[src/rtl/cu_sequencer.sv]
// Multi-cycle control-unit sequencer for the 19-bit CPU.
// Fetch/decode/execute FSM with registered Moore strobes and a memory watchdog.
module cu_sequencer #(
  parameter int TIMEOUT = 16,
  parameter int TCNT_W  = 5
) (
  input  logic       clk,
  input  logic       rst_n,
  input  logic       enable,
  input  logic [4:0] opcode,
  input  logic [3:0] flags,
  input  logic       mem_ready,
  output logic       rd_en,
  output logic       wr_en,
  output logic       inc_pc,
  output logic       load_reg,
  output logic [2:0] load_select,
  output logic       mode,
  output logic       mux_select_a,
  output logic       mux_select_b,
  output logic [3:0] flags_q,
  output logic       busy,
  output logic       halted,
  output logic       fault
);

  typedef enum logic [3:0] {
    S_IDLE, S_FETCH, S_FETCH_DONE, S_DECODE,
    S_EXEC, S_ALU_WB, S_MEM_RD, S_MEM_WB,
    S_MEM_WR, S_BRANCH, S_NEXT, S_HALT,
    S_FAULT
  } state_t;

  localparam logic [TCNT_W-1:0] TLIM = TCNT_W'(TIMEOUT);

  state_t state, nxt;
  logic [TCNT_W-1:0] tcnt, tcnt_inc;
  logic req, expired;
  logic is_alu, is_ld, is_st, is_halt, taken;
  logic rd_d, wr_d, inc_d, ld_d, mode_d, ma_d, mb_d;
  logic [2:0] sel_d;

  assign req = (state == S_FETCH) || (state == S_MEM_RD) ||
               (state == S_MEM_WR);
  assign tcnt_inc = tcnt + 1'b1;
  assign expired = (tcnt_inc == TLIM);

  assign is_alu  = !opcode[4] && (|opcode[3:0]);
  assign is_ld   = (opcode == 5'b10000);
  assign is_st   = (opcode == 5'b10001);
  assign is_halt = (opcode == 5'b11111);

  always_comb begin
    taken = 1'b0;
    case (opcode)
      5'b10010: taken = 1'b1;
      5'b10011: taken = flags[0];
      5'b10100: taken = !flags[0];
      5'b10101: taken = flags[1];
      5'b10110: taken = flags[2];
      default:  taken = 1'b0;
    endcase
  end

  always_comb begin
    nxt = state;
    unique case (state)
      S_IDLE: if (enable) nxt = S_FETCH;
      S_FETCH: begin
        if (mem_ready) nxt = S_FETCH_DONE;
        else if (expired) nxt = S_FAULT;
      end
      S_FETCH_DONE: nxt = S_DECODE;
      S_DECODE: begin
        unique case (1'b1)
          is_alu:  nxt = S_EXEC;
          is_ld:   nxt = S_MEM_RD;
          is_st:   nxt = S_MEM_WR;
          taken:   nxt = S_BRANCH;
          is_halt: nxt = S_HALT;
          default: nxt = S_NEXT;
        endcase
      end
      S_EXEC:   nxt = S_ALU_WB;
      S_ALU_WB: nxt = S_NEXT;
      S_MEM_RD: begin
        if (mem_ready) nxt = S_MEM_WB;
        else if (expired) nxt = S_FAULT;
      end
      S_MEM_WB: nxt = S_NEXT;
      S_MEM_WR: begin
        if (mem_ready) nxt = S_NEXT;
        else if (expired) nxt = S_FAULT;
      end
      S_BRANCH: nxt = S_NEXT;
      S_NEXT:   nxt = enable ? S_FETCH : S_IDLE;
      S_HALT:   if (!enable) nxt = S_IDLE;
      S_FAULT:  nxt = S_FAULT;
      default:  nxt = S_IDLE;
    endcase
  end

  // strobes are decoded from the next state so they line up with it
  always_comb begin
    rd_d   = 1'b0;
    wr_d   = 1'b0;
    inc_d  = 1'b0;
    ld_d   = 1'b0;
    sel_d  = 3'b000;
    mode_d = 1'b0;
    ma_d   = 1'b0;
    mb_d   = 1'b0;
    unique case (nxt)
      S_FETCH: rd_d = 1'b1;
      S_FETCH_DONE: begin
        ld_d  = 1'b1;
        sel_d = 3'b001;
        inc_d = 1'b1;
      end
      S_EXEC: mode_d = opcode[3];
      S_ALU_WB: begin
        ld_d   = 1'b1;
        sel_d  = 3'b100;
        mode_d = mode;
      end
      S_MEM_RD: begin
        rd_d = 1'b1;
        ma_d = 1'b1;
        mb_d = 1'b1;
      end
      S_MEM_WB: begin
        ld_d  = 1'b1;
        sel_d = 3'b100;
        mb_d  = 1'b1;
      end
      S_MEM_WR: begin
        wr_d = 1'b1;
        ma_d = 1'b1;
      end
      S_BRANCH: ld_d = 1'b1;
      default: ;
    endcase
  end

  always_ff @(posedge clk or negedge rst_n) begin
    if (!rst_n) begin
      state        <= S_IDLE;
      tcnt         <= '0;
      rd_en        <= 1'b0;
      wr_en        <= 1'b0;
      inc_pc       <= 1'b0;
      load_reg     <= 1'b0;
      load_select  <= 3'b000;
      mode         <= 1'b0;
      mux_select_a <= 1'b0;
      mux_select_b <= 1'b0;
      flags_q      <= 4'b0000;
      busy         <= 1'b0;
      halted       <= 1'b0;
      fault        <= 1'b0;
    end else begin
      state        <= nxt;
      rd_en        <= rd_d;
      wr_en        <= wr_d;
      inc_pc       <= inc_d;
      load_reg     <= ld_d;
      load_select  <= sel_d;
      mode         <= mode_d;
      mux_select_a <= ma_d;
      mux_select_b <= mb_d;
      busy         <= (nxt != S_IDLE) && (nxt != S_HALT) &&
                      (nxt != S_FAULT);
      halted       <= (nxt == S_HALT);
      fault        <= (nxt == S_FAULT);
      if (nxt != state) tcnt <= '0;
      else if (req && !mem_ready) tcnt <= tcnt_inc;
      if (state == S_ALU_WB) flags_q <= flags;
    end
  end

endmodule

[config.mk]
export PLATFORM = sky130hd
export DESIGN_NAME = cu_sequencer
export DESIGN_NICKNAME = d
export VERILOG_FILES = /design/src/rtl/cu_sequencer.sv
export SDC_FILE = /design/constraint.sdc
export NUM_CORES = 1
export LEC_CHECK = 0
export ABC_AREA = 1
export ABC_CLOCK_PERIOD_IN_PS = 1710
export CAP_MARGIN = 5
export CORE_AREA = 8 8 87 89
export DETAILED_ROUTE_END_ITERATION = 8
export DIE_AREA = 0 0 95 97
export PLACE_DENSITY_LB_ADDON = 0.05
export SYNTH_ARGS = -nofsm -noshare
export SYNTH_HDL_FRONTEND = slang
export SYNTH_SLANG_ARGS = --single-unit
[constraint.sdc]
create_clock -name clk -period 1.71 [get_ports clk]
set_clock_uncertainty 0.1 [all_clocks]
set_input_delay 0.171 -clock clk [delete_from_list [all_inputs] [get_ports clk]]
set_output_delay 0.171 -clock clk [all_outputs]
set_load 0.02 [all_outputs]
==> impl_metrics.py, run 1 <==
metrics = {
    "status": {
        "status": "finished, violations left",
        "violations": "setup timing",
    },
    "logic_synthesis": {
        "yosysUniqueCellTypes": 28,
        "postSynthCellCount": 202,
        "synth-async-reset-ratio_pct": 100,
        "synth_nets": 218,
        "synth_warnings": 0,
        "netlist.area_leader.share_pct": 41.7,
        "synth_area_leaders": "dfrtp_1 (42%), nand2_1 (14%), inv_1 (6.8%)",
        "syn_area_per_cell_um2": 7.42,
        "synth_seq_cells": 25,
        "synth-edff-count": 0,
        "synth_common_cells": "nand2_1 (54), inv_1 (27), dfrtp_1 (25)",
        "synth_top_area_cell": "dfrtp_1",
        "synth_top_flop_cell": "dfrtp_1",
        "synth_seq_area_share_pct": 41.7,
        "syn_area_um2": 1500,
        "yosysMostFrequentCell": "nand2_1",
    },
    "cells_and_area": {
        "antennaDiodeCount": 0,
        "drive_above_1_share_pct": 41.2,
        "top_register": "tcnt",
        "area_growth_pct": 66.9,
        "final_cells": 356,
        "multi_input_comb_area_um2": 953,
        "fill_cells": 655,
        "ff_latch_area_um2": 629,
        "largest_reg_flops": 5,
        "reg_top3": "tcnt: 5 flops, flags_q: 4 flops, state: 4 flops",
        "layout.nets": 296,
    },
    "worst_setup_path": {
        "path_class": "reg -> reg",
        "crit_path_end_kind": "flip-flop",
        "timing.rr.start": "state[2]$_DFF_PN0_",
        "cp.required_ns": 1.80,
        "rr_endpoint": "tcnt[1]$_DFFE_PN0P_",
        "cp.arrival_ns": 1.98,
        "critPathLaunchType": "flip-flop",
        "worstRegToRegCells": 10,
        "crit_fanout": 5,
        "reg2reg_slack_ns": -0.19,
    },
    "cts": {
        "htreeDepth": 1,
        "clk_pin_slew_ns": 0.09,
        "cts_sinks": 25,
        "cts_hold_buf": 0,
        "clock_latency_ns": 0.27,
        "cts_tree": "done",
        "cts_buffers": 3,
        "clock_path_buffers": 2,
        "root_buffer": "clkbuf_8",
    },
    "route": {
        "via_per_inst": 4.21,
        "via_count": 1497,
        "ant_nets": 0,
        "remaining_drc_errors": 0,
        "drtIter0Drc": 39,
        "dr.pass1.iters": 4,
        "routed_wl_um": 4170,
        "wl_per_cell_um": 11.7,
    },
    "timing": {
        "setup_slack_ns": -0.187,
        "fmax_mhz": 527,
        "min_period_ns": 1.90,
        "setup_viol": 17,
        "hold_viol": 0,
        "holdWs_ns": 0.165,
        "maxSlewViolCount": 0,
        "rsz0062_at_grt": "yes",
        "period_share_pct": 111,
    },
    "power": {
        "sequentialPowerShare_pct": 21.8,
        "power.leakage_nw": 1.26,
        "p_switching_mw": 2.02,
        "power.share.clock_pct": 8.2,
        "vdd_drop_max_mv": 0.700,
        "internal-power_mw": 2.27,
        "p_comb_share_pct": 70.1,
        "power.density_nw_per_um2": 1710,
        "p_sw_share_pct": 47.1,
    },
    "placed_design": {
        "numPortBuffers": 28,
        "gp_congestion": 0.715,
        "dpl.hpwl_um": 3260,
        "placedCellCount": 339,
        "place_ws_ns": -0.592,
    },
    "global_routing": {
        "overflow": 0,
        "antenna_found_initial": 0,
        "grt_pass1_vias": 1514,
        "grt_max_degree": 26,
        "track_usage_pct": 9.51,
        "grt_first_pass_wirelength_um": 7180,
    },
    "die": {
        "core_um2": 6200,
        "die_w_um": 95,
        "pin_count": 30,
        "dieArea_um2": 9220,
        "num_rows": 29,
        "initial_core_util_pct": 24.2,
        "die_h_um": 97,
    },
    "job": {
        "maxCapViolations": 0,
    },
    "worst_hold_path": {
        "min_path_type": "in -> async",
    },
}
## placed cells by master, fill, tap and decap left out, types with 2 or more instances in the layout
master,instances
buf_4,45
nand2_1,44
clkdlybuf4s50_1,26
inv_1,23
dfrtp_1,22
nor2_1,16
nand2_2,11
nand3_1,10
nand3_2,6
inv_2,6
nand4_1,6
nor2_4,5
nand2_4,5
nand3_4,4
nor2_2,4
o21ai_0,4
nor3_2,4
inv_4,3
clkbuf_8,3
buf_6,3
dfrtp_2,3
nor3_4,2
o21ai_2,2
a21oi_4,2
a21oi_2,2
mux2_2,2
xor2_1,2
ha_1,2
dlygate4sd2_1,2
## final cells by class
type | instances | area share, %
multi-input cells | 142 | 38.1
clock buffers | 4 | 1.80
flip-flops and latches | 25 | 25.2
inverters | 32 | 5.10
well taps | 77 | 3.85
repair buffers | 76 | 26.0
## through the flow
| step | cell area, um2 | utilization [%] | total power [mW] | TNS (ns) |
|---|---|---|---|---|
| CTS | 2330 | 37.5 | 3.99 | -2.88 |
| global route | 2500 | 40.3 | 4.62 | -4.36 |
| detailed placement | 2130 | 34.3 | 3.22 | -8.44 |
| global placement | 2130 | 34.3 | 3.25 | -8.31 |
| finish | 2500 | 40.3 | 4.28 | -2.29 |
| floorplan | 1510 | - | 2.24 | -0.377 |
## critical path: stages, from the launching register on
cell	delay [ns]
dfrtp_2	0.44
buf_4	0.17
nand2_1	0.08
nand2_1	0.07
o21ai_2	0.19
o21ai_2	0.10
nor2_4	0.16
nand2_4	0.09
nand2_1	0.11
nand3_4	0.12
nor3_1	0.19
## power by group through the flow
stage	Combinational [mW]	Clock (mW)	Sequential [mW]
final	3.00	0.349	0.931
after global routing	3.28	0.382	0.955
after CTS	2.68	0.361	0.942
after detailed placement	2.28	0	0.944
after global placement	2.30	0	0.952
after floorplan	1.18	0	1.06
## kinds of logic (layout without fill, tap and decap cells)
family                   after synthesis  count (layout)  share of synthesized area, %
AO/OA/AOI/OAI                         13              13                          5.26
multiplexers                           3               3                          2.17
buffers and inverters                 35             112                          9.35
other                                  1               1                         0.250
XOR/XNOR                               2               2                          1.17
AND/OR/NAND/NOR                      120             120                          37.6
flip-flops                            25              25                          41.7
adder cells (fa/ha/maj)                3               3                          2.50
## repair_timing
item,CTS,global route
endpoints found under the setup margin,18,19
resized for setup,34,31
endpoints found under the hold margin,0,0
pin swaps,15,15
buffers inserted,5,8
cloned,0,0
## worst max path at each step
stage | startpoint | end | slack, ns | depth (start not counted)
after CTS | tcnt[0]$_DFFE_PN0P_ | mux_select_a$_DFF_PN0_ | -0.22 | 14
after floorplan | tcnt[0]$_DFFE_PN0P_ | busy$_DFF_PN0_ | -0.07 | 14
after global routing | tcnt[0]$_DFFE_PN0P_ | busy$_DFF_PN0_ | -0.31 | 14
after global placement | opcode[2] | busy$_DFF_PN0_ | -0.58 | 12
after detailed placement | opcode[2] | busy$_DFF_PN0_ | -0.59 | 12
final | state[2]$_DFF_PN0_ | tcnt[1]$_DFFE_PN0P_ | -0.19 | 10
## routing by layer
layer / routed length [um] / global-route usage (%) / vias up
met4: 9 / 1.08 / 0
met2: 2140 / 16.4 / 17
met3: 146 / 2.86 / 2
li1: - / - / 793
met1: 1870 / 11.5 / 685
met5: 0 / 0 / -
Power figures use the tool's default switching activity.
==> inputs of run 2 (changes only) <==
SETUP_SLACK_MARGIN = 0.2   (was default)
==> run 2 against run 1 <==
The run still ends with setup timing left. Final area increased by 0.20%. First-iteration DRC count down 38%. Die area did not move. Via count decreased by 0.47%. Setup slack worse by 0.016 ns. Global-route usage decreased by 0.13 points. Clock-buffer cell count decreased by 1. Non-clock buffer count decreased by 2. Worst hold slack improved by 0.0050 ns. Register-to-register slack got worse by 0.02 ns. Critical path type unchanged.
==> impl_metrics.py, run 2 (synthesis gave the netlist of run 1 again) <==
metrics = {
    "worst_setup_path": {
        "crit_fanout": 4,
        "cpLargestDelayFamily": "simple AND/OR/NAND/NOR gates",
        "cp.depth": 13,
        "cp.required_ns": 1.82,
        "cpPeakStageDelay_ns": 0.41,
        "reg2reg_slack_ns": -0.20,
        "rr_endpoint": "load_reg$_DFF_PN0_",
        "critPathLaunch": "tcnt[1]$_DFFE_PN0P_",
        "worstRegToRegCells": 13,
        "critPathLaunchType": "flip-flop",
        "crit_path_end_kind": "flip-flop",
        "cp_slowest_cell": "dfrtp_1",
        "crit_chain": "ha_4, nand2_2, inv_2, buf_4, nand3_4, buf_4, a21oi_4, nor2_4, nand2_4, buf_12, nor2_4, nand3_4, nand3_1",
        "path_class": "reg -> reg",
        "crit_end": "load_reg$_DFF_PN0_",
        "cp.arrival_ns": 2.02,
        "cp_num_buf_inv": 4,
        "timing.rr.start": "tcnt[1]$_DFFE_PN0P_",
    },
    "route": {
        "via_count": 1490,
        "wl_per_cell_um": 11.7,
        "routed_wl_um": 4130,
        "drtIter0Drc": 24,
        "via_per_inst": 4.21,
        "ant_nets": 0,
        "remaining_drc_errors": 0,
        "dr.pass1.iters": 4,
    },
    "power": {
        "p_total_mw": 4.22,
        "power.leakage_nw": 1.40,
        "power.density_nw_per_um2": 1690,
        "vdd_drop_max_mv": 0.867,
    },
    "die": {
        "pin_count": 30,
        "die_h_um": 97,
        "initial_core_util_pct": 24.2,
        "dieArea_um2": 9220,
        "die_w_um": 95,
        "num_rows": 29,
        "core_um2": 6200,
    },
    "placed_design": {
        "gp_congestion": 0.737,
        "numPortBuffers": 28,
        "dpl.hpwl_um": 3230,
        "placed_area_um2": 2140,
    },
    "timing": {
        "fmax_mhz": 523,
        "setup_slack_ns": -0.202,
        "rsz0062_at_grt": "yes",
        "setup_viol": 16,
        "hold_viol": 0,
        "period_share_pct": 112,
        "holdWs_ns": 0.170,
        "maxSlewViolCount": 0,
        "min_period_ns": 1.91,
    },
    "cells_and_area": {
        "drive_above_1_share_pct": 41.2,
        "area_growth_pct": 67.2,
        "layout.nets": 294,
        "fill_cells": 645,
        "top_register": "tcnt",
        "layout_commonest_cell": "buf_4",
        "reg_top3": "tcnt: 5 flops, flags_q: 4 flops, state: 4 flops",
        "ff_latch_area_um2": 629,
        "multi_input_comb_area_um2": 965,
        "stdcell_area_um2": 2510,
        "mostFrequentLayoutCells": "buf_4 (44), nand2_1 (43), inv_1 (24)",
        "antennaDiodeCount": 0,
        "largest_reg_flops": 5,
    },
    "cts": {
        "cts_tree": "done",
        "cts_sinks": 25,
        "clock_latency_ns": 0.27,
        "cts_hold_buf": 0,
        "cts_buffers": 3,
        "htreeDepth": 1,
        "root_buffer": "clkbuf_8",
        "clock_path_buffers": 2,
        "clk_pin_slew_ns": 0.08,
    },
    "global_routing": {
        "grt_pass1_vias": 1508,
        "overflow": 0,
        "antenna_found_initial": 0,
        "track_usage_pct": 9.38,
        "grt_first_pass_wirelength_um": 7060,
        "grt_max_degree": 26,
    },
    "status": {
        "status": "finished, violations left",
        "violations": "setup timing",
    },
    "worst_hold_path": {
        "min_path_type": "in -> async",
    },
    "job": {
        "maxCapViolations": 0,
    },
}
==> run 2: changes by cell type in the layout (fill, tap and decap cells not counted), sizes merged <==
cell / change
clkdlybuf4s50: -13
dlymetal6s2s: +8
dlygate4sd2: +5
buf: -3
clkinv: +1
==> run 2: worst register-to-register path: cells and delay by family, from the launching register on <==
family,cells,cell delay [ns]
AND/OR/NAND/NOR,7,0.67
buffers and inverters,4,0.43
flip-flops,1,0.41
adder cells (fa/ha/maj),1,0.18
AO/OA/AOI/OAI,1,0.05
==> run 2: area by class of cell <==
type	instances	area share, %
Sequential cell	25	25.1
Clock inverter	1	0.200
Timing Repair Buffer	74	25.8
Inverter	32	4.89
Clock buffer	3	1.65
Tap cell	77	3.84
Multi-Input combinational cell	142	38.5
==> run 2: power breakdown <==
| part | leakage, nW | internal [mW] | switching [mW] |
|---|---|---|---|
| sequential | 0.323 | 0.796 | 0.123 |
| clock | 0.0255 | 0.163 | 0.184 |
| combinational | 1.05 | 1.26 | 1.70 |
| total | 1.40 | 2.21 | 2.01 |
==> run 2: timing repair <==
item	in CTS	in global routing
endpoints found under the setup margin	27	29
pin swaps	7	14
gates resized for setup	38	31
buffers inserted	2	8
==> run 2: how the worst min path moves through the flow <==
stage,endpoint,slack (ns),cells past startpoint,start
after CTS,tcnt[4]$_DFFE_PN0P_,0.18,2,rst_n
after floorplan,busy$_DFF_PN0_,-0.22,0,rst_n
after detailed placement,flags_q[0]$_DFFE_PN0P_,0.38,2,flags_q[0]$_DFFE_PN0P_
after global routing,tcnt[4]$_DFFE_PN0P_,0.21,2,rst_n
final,tcnt[4]$_DFFE_PN0P_,0.17,2,rst_n
after global placement,flags_q[0]$_DFFE_PN0P_,0.37,2,flags_q[0]$_DFFE_PN0P_
==> run 2: metrics by stage <==
step                util (%)  setup WS (ns)  setup TNS [ns]  cells
finish                  40.4         -0.202           -2.46    354
global route            40.4         -0.322           -4.46    354
CTS                     37.5         -0.208           -2.68    346
detailed placement      34.4         -0.585           -8.65    340
global placement        34.4         -0.586           -8.33    340
floorplan                  -        -0.0660          -0.386    202
==> run 2: metal layers <==
layer,GRT usage [%],part of all wire (%),up-vias
met5,0,0,-
met4,1.08,0.24,0
met3,3.25,4.5,2
met2,16.8,53,20
met1,10.6,43,681
li1,-,-,787
==> inputs of run 3 (changes only) <==
ABC_CLOCK_PERIOD_IN_PS = 2400   (was 1710)
clock period = 2.4 ns   (was 1.71 ns; I/O delays follow)
==> run 3 against run 2 <==
The flow now finishes without violations. Sequential power is 26% lower. Wire length shrank 10%. Worst hold slack better by 0.057 ns. Clock-buffer cell count grew 1. Sequential share of layout area up 5.8 points. Clock power shrank 25%.
==> impl_metrics.py, run 3 (synthesis gave the netlist of run 1 again) <==
metrics = {
    "status": {
        "status": "finished, final reports clean",
    },
    "route": {
        "wl_per_cell_um": 11.8,
        "ant_nets": 0,
        "drtIter0Drc": 81,
        "routed_wl_um": 3720,
        "via_count": 1340,
        "via_per_inst": 4.24,
        "dr.pass1.iters": 4,
        "remaining_drc_errors": 0,
    },
    "power": {
        "power.density_nw_per_um2": 1200,
        "power.leakage_nw": 1.02,
        "vdd_drop_max_mv": 0.342,
    },
    "cells_and_area": {
        "reg_top3": "tcnt: 5 flops, flags_q: 4 flops, state: 4 flops",
        "area_growth_pct": 35.6,
        "antennaDiodeCount": 0,
        "final_cells": 316,
        "layout_commonest_cell": "nand2_1",
        "stdcell_area_um2": 2030,
        "top_register": "tcnt",
        "fill_cells": 671,
        "layout.nets": 256,
        "drive_above_1_share_pct": 20.9,
        "mostFrequentLayoutCells": "nand2_1 (52), clkdlybuf4s50_1 (28), inv_1 (25)",
        "largest_reg_flops": 5,
    },
    "die": {
        "initial_core_util_pct": 24.2,
        "dieArea_um2": 9220,
        "die_h_um": 97,
        "num_rows": 29,
        "die_w_um": 95,
        "core_um2": 6200,
        "pin_count": 30,
    },
    "timing": {
        "min_period_ns": 2.02,
        "setup_slack_ns": 0.379,
        "fmax_mhz": 495,
        "period_share_pct": 84.2,
        "setup_viol": 0,
        "maxSlewViolCount": 0,
        "tns_ns": 0,
        "rsz0062_at_grt": "no",
        "hold_viol": 0,
    },
    "placed_design": {
        "place_ws_ns": 0.0499,
        "numPortBuffers": 28,
        "gp_congestion": 0.758,
        "placed_area_um2": 1890,
        "dpl.hpwl_um": 2940,
        "placedCellCount": 308,
    },
    "global_routing": {
        "track_usage_pct": 8.30,
        "antenna_found_initial": 0,
        "overflow": 0,
        "grt_max_degree": 26,
        "grt_first_pass_wirelength_um": 6240,
        "grt_pass1_vias": 1328,
    },
    "worst_setup_path": {
        "critPathLaunch": "tcnt[1]$_DFFE_PN0P_",
        "rr_endpoint": "busy$_DFF_PN0_",
        "crit_fanout": 6,
        "cp.arrival_ns": 2.08,
        "path_class": "reg -> reg",
        "worstRegToRegCells": 14,
        "critPathLaunchType": "flip-flop",
        "crit_path_end_kind": "flip-flop",
        "cp.required_ns": 2.46,
        "cpPeakStageDelay_ns": 0.39,
        "reg2reg_slack_ns": 0.38,
        "cpMostUsedCell": "nand2_1",
        "crit_chain": "ha_2, nand2_1, inv_2, nand3_1, nand2_1, nand3_2, nand2_1, nand2_1, a21oi_2, nand2_4, nor2_4, inv_2, nor2_1, nor2_1",
        "cp_slowest_cell": "dfrtp_1",
        "timing.rr.start": "tcnt[1]$_DFFE_PN0P_",
    },
    "worst_hold_path": {
        "min_path_type": "in -> async",
    },
    "cts": {
        "htreeDepth": 1,
        "clk_pin_slew_ns": 0.09,
        "cts_hold_buf": 0,
        "clock_latency_ns": 0.28,
        "cts_buffers": 3,
        "cts_tree": "done",
        "clock_path_buffers": 2,
        "cts_sinks": 25,
        "root_buffer": "clkbuf_8",
    },
    "job": {
        "maxCapViolations": 0,
    },
}
## run 3: changes by cell type in the layout (fill, tap and decap cells not counted), moves of 3 or more
| cell | before | now |
|---|---|---|
| buf_4 | 44 | 8 |
| clkdlybuf4s50_1 | 13 | 28 |
| nand2_1 | 43 | 52 |
| dlymetal6s2s_1 | 8 | 0 |
| dlygate4sd2_1 | 7 | 0 |
| nand2_2 | 12 | 6 |
| nand3_1 | 10 | 15 |
| nor2_1 | 17 | 21 |
| nand2_4 | 5 | 2 |
| nand3_4 | 5 | 2 |
| nor3_1 | 0 | 3 |
## run 3: worst max path at each step
stage | endpoint | depth (start not counted)
2_1_floorplan | busy$_DFF_PN0_ | 13
3_3_place_gp | busy$_DFF_PN0_ | 12
6_report | busy$_DFF_PN0_ | 14
3_5_place_dp | busy$_DFF_PN0_ | 12
5_1_grt | busy$_DFF_PN0_ | 14
4_1_cts | busy$_DFF_PN0_ | 14
## run 3: worst max-delay path: cells and delay by family (launching register included)
| family | cells | cell delay [ns] |
|---|---|---|
| compound gates | 1 | 0.21 |
| fa+ha+maj | 1 | 0.20 |
| buf+inv | 2 | 0.12 |
| flops | 1 | 0.39 |
| simple gates | 10 | 0.86 |
## run 3: cell type report
cell class | instances | area (um2) | area share, %
multi-input cells | 142 | 802 | 39.4
flip-flops and latches | 25 | 629 | 31.0
repair buffers | 36 | 340 | 16.7
inverters | 32 | 120 | 5.91
well taps | 77 | 96.3 | 4.74
clock buffers | 4 | 45.0 | 2.22
## run 3: per-stage QoR
step / util, % / hold WS (ns) / total power [mW]
3_5_place_dp: 30.4 / 0.381 / 2.02
6_report: 32.8 / 0.227 / 2.43
3_3_place_gp: 30.4 / 0.374 / 2.04
4_1_cts: 31.1 / 0.249 / 2.28
2_1_floorplan: - / -0.156 / 1.58
5_1_grt: 32.8 / 0.271 / 2.65
## run 3: metal layers
metal	track usage [%]	share of wire, %	vias to the layer above
li1	-	-	707
met1	10.8	47	609
met2	12.9	47	20
met3	1.31	4.3	4
met4	3.97	1.7	0
met5	0	0	-
## run 3: what timing repair did
| item | CTS | global route |
|---|---|---|
| setup endpoints to repair | 0 | 12 |
| buffers inserted | 0 | 4 |
| hold endpoints to repair | 0 | 0 |
| gates resized for setup | 0 | 19 |
## run 3: power by group
group / total (mW) / internal (mW) / leakage, nW / switching [mW]
Combinational: 1.49 / 0.550 / 0.676 / 0.939
Sequential: 0.682 / 0.567 / 0.323 / 0.115
Clock: 0.259 / 0.119 / 0.0228 / 0.140
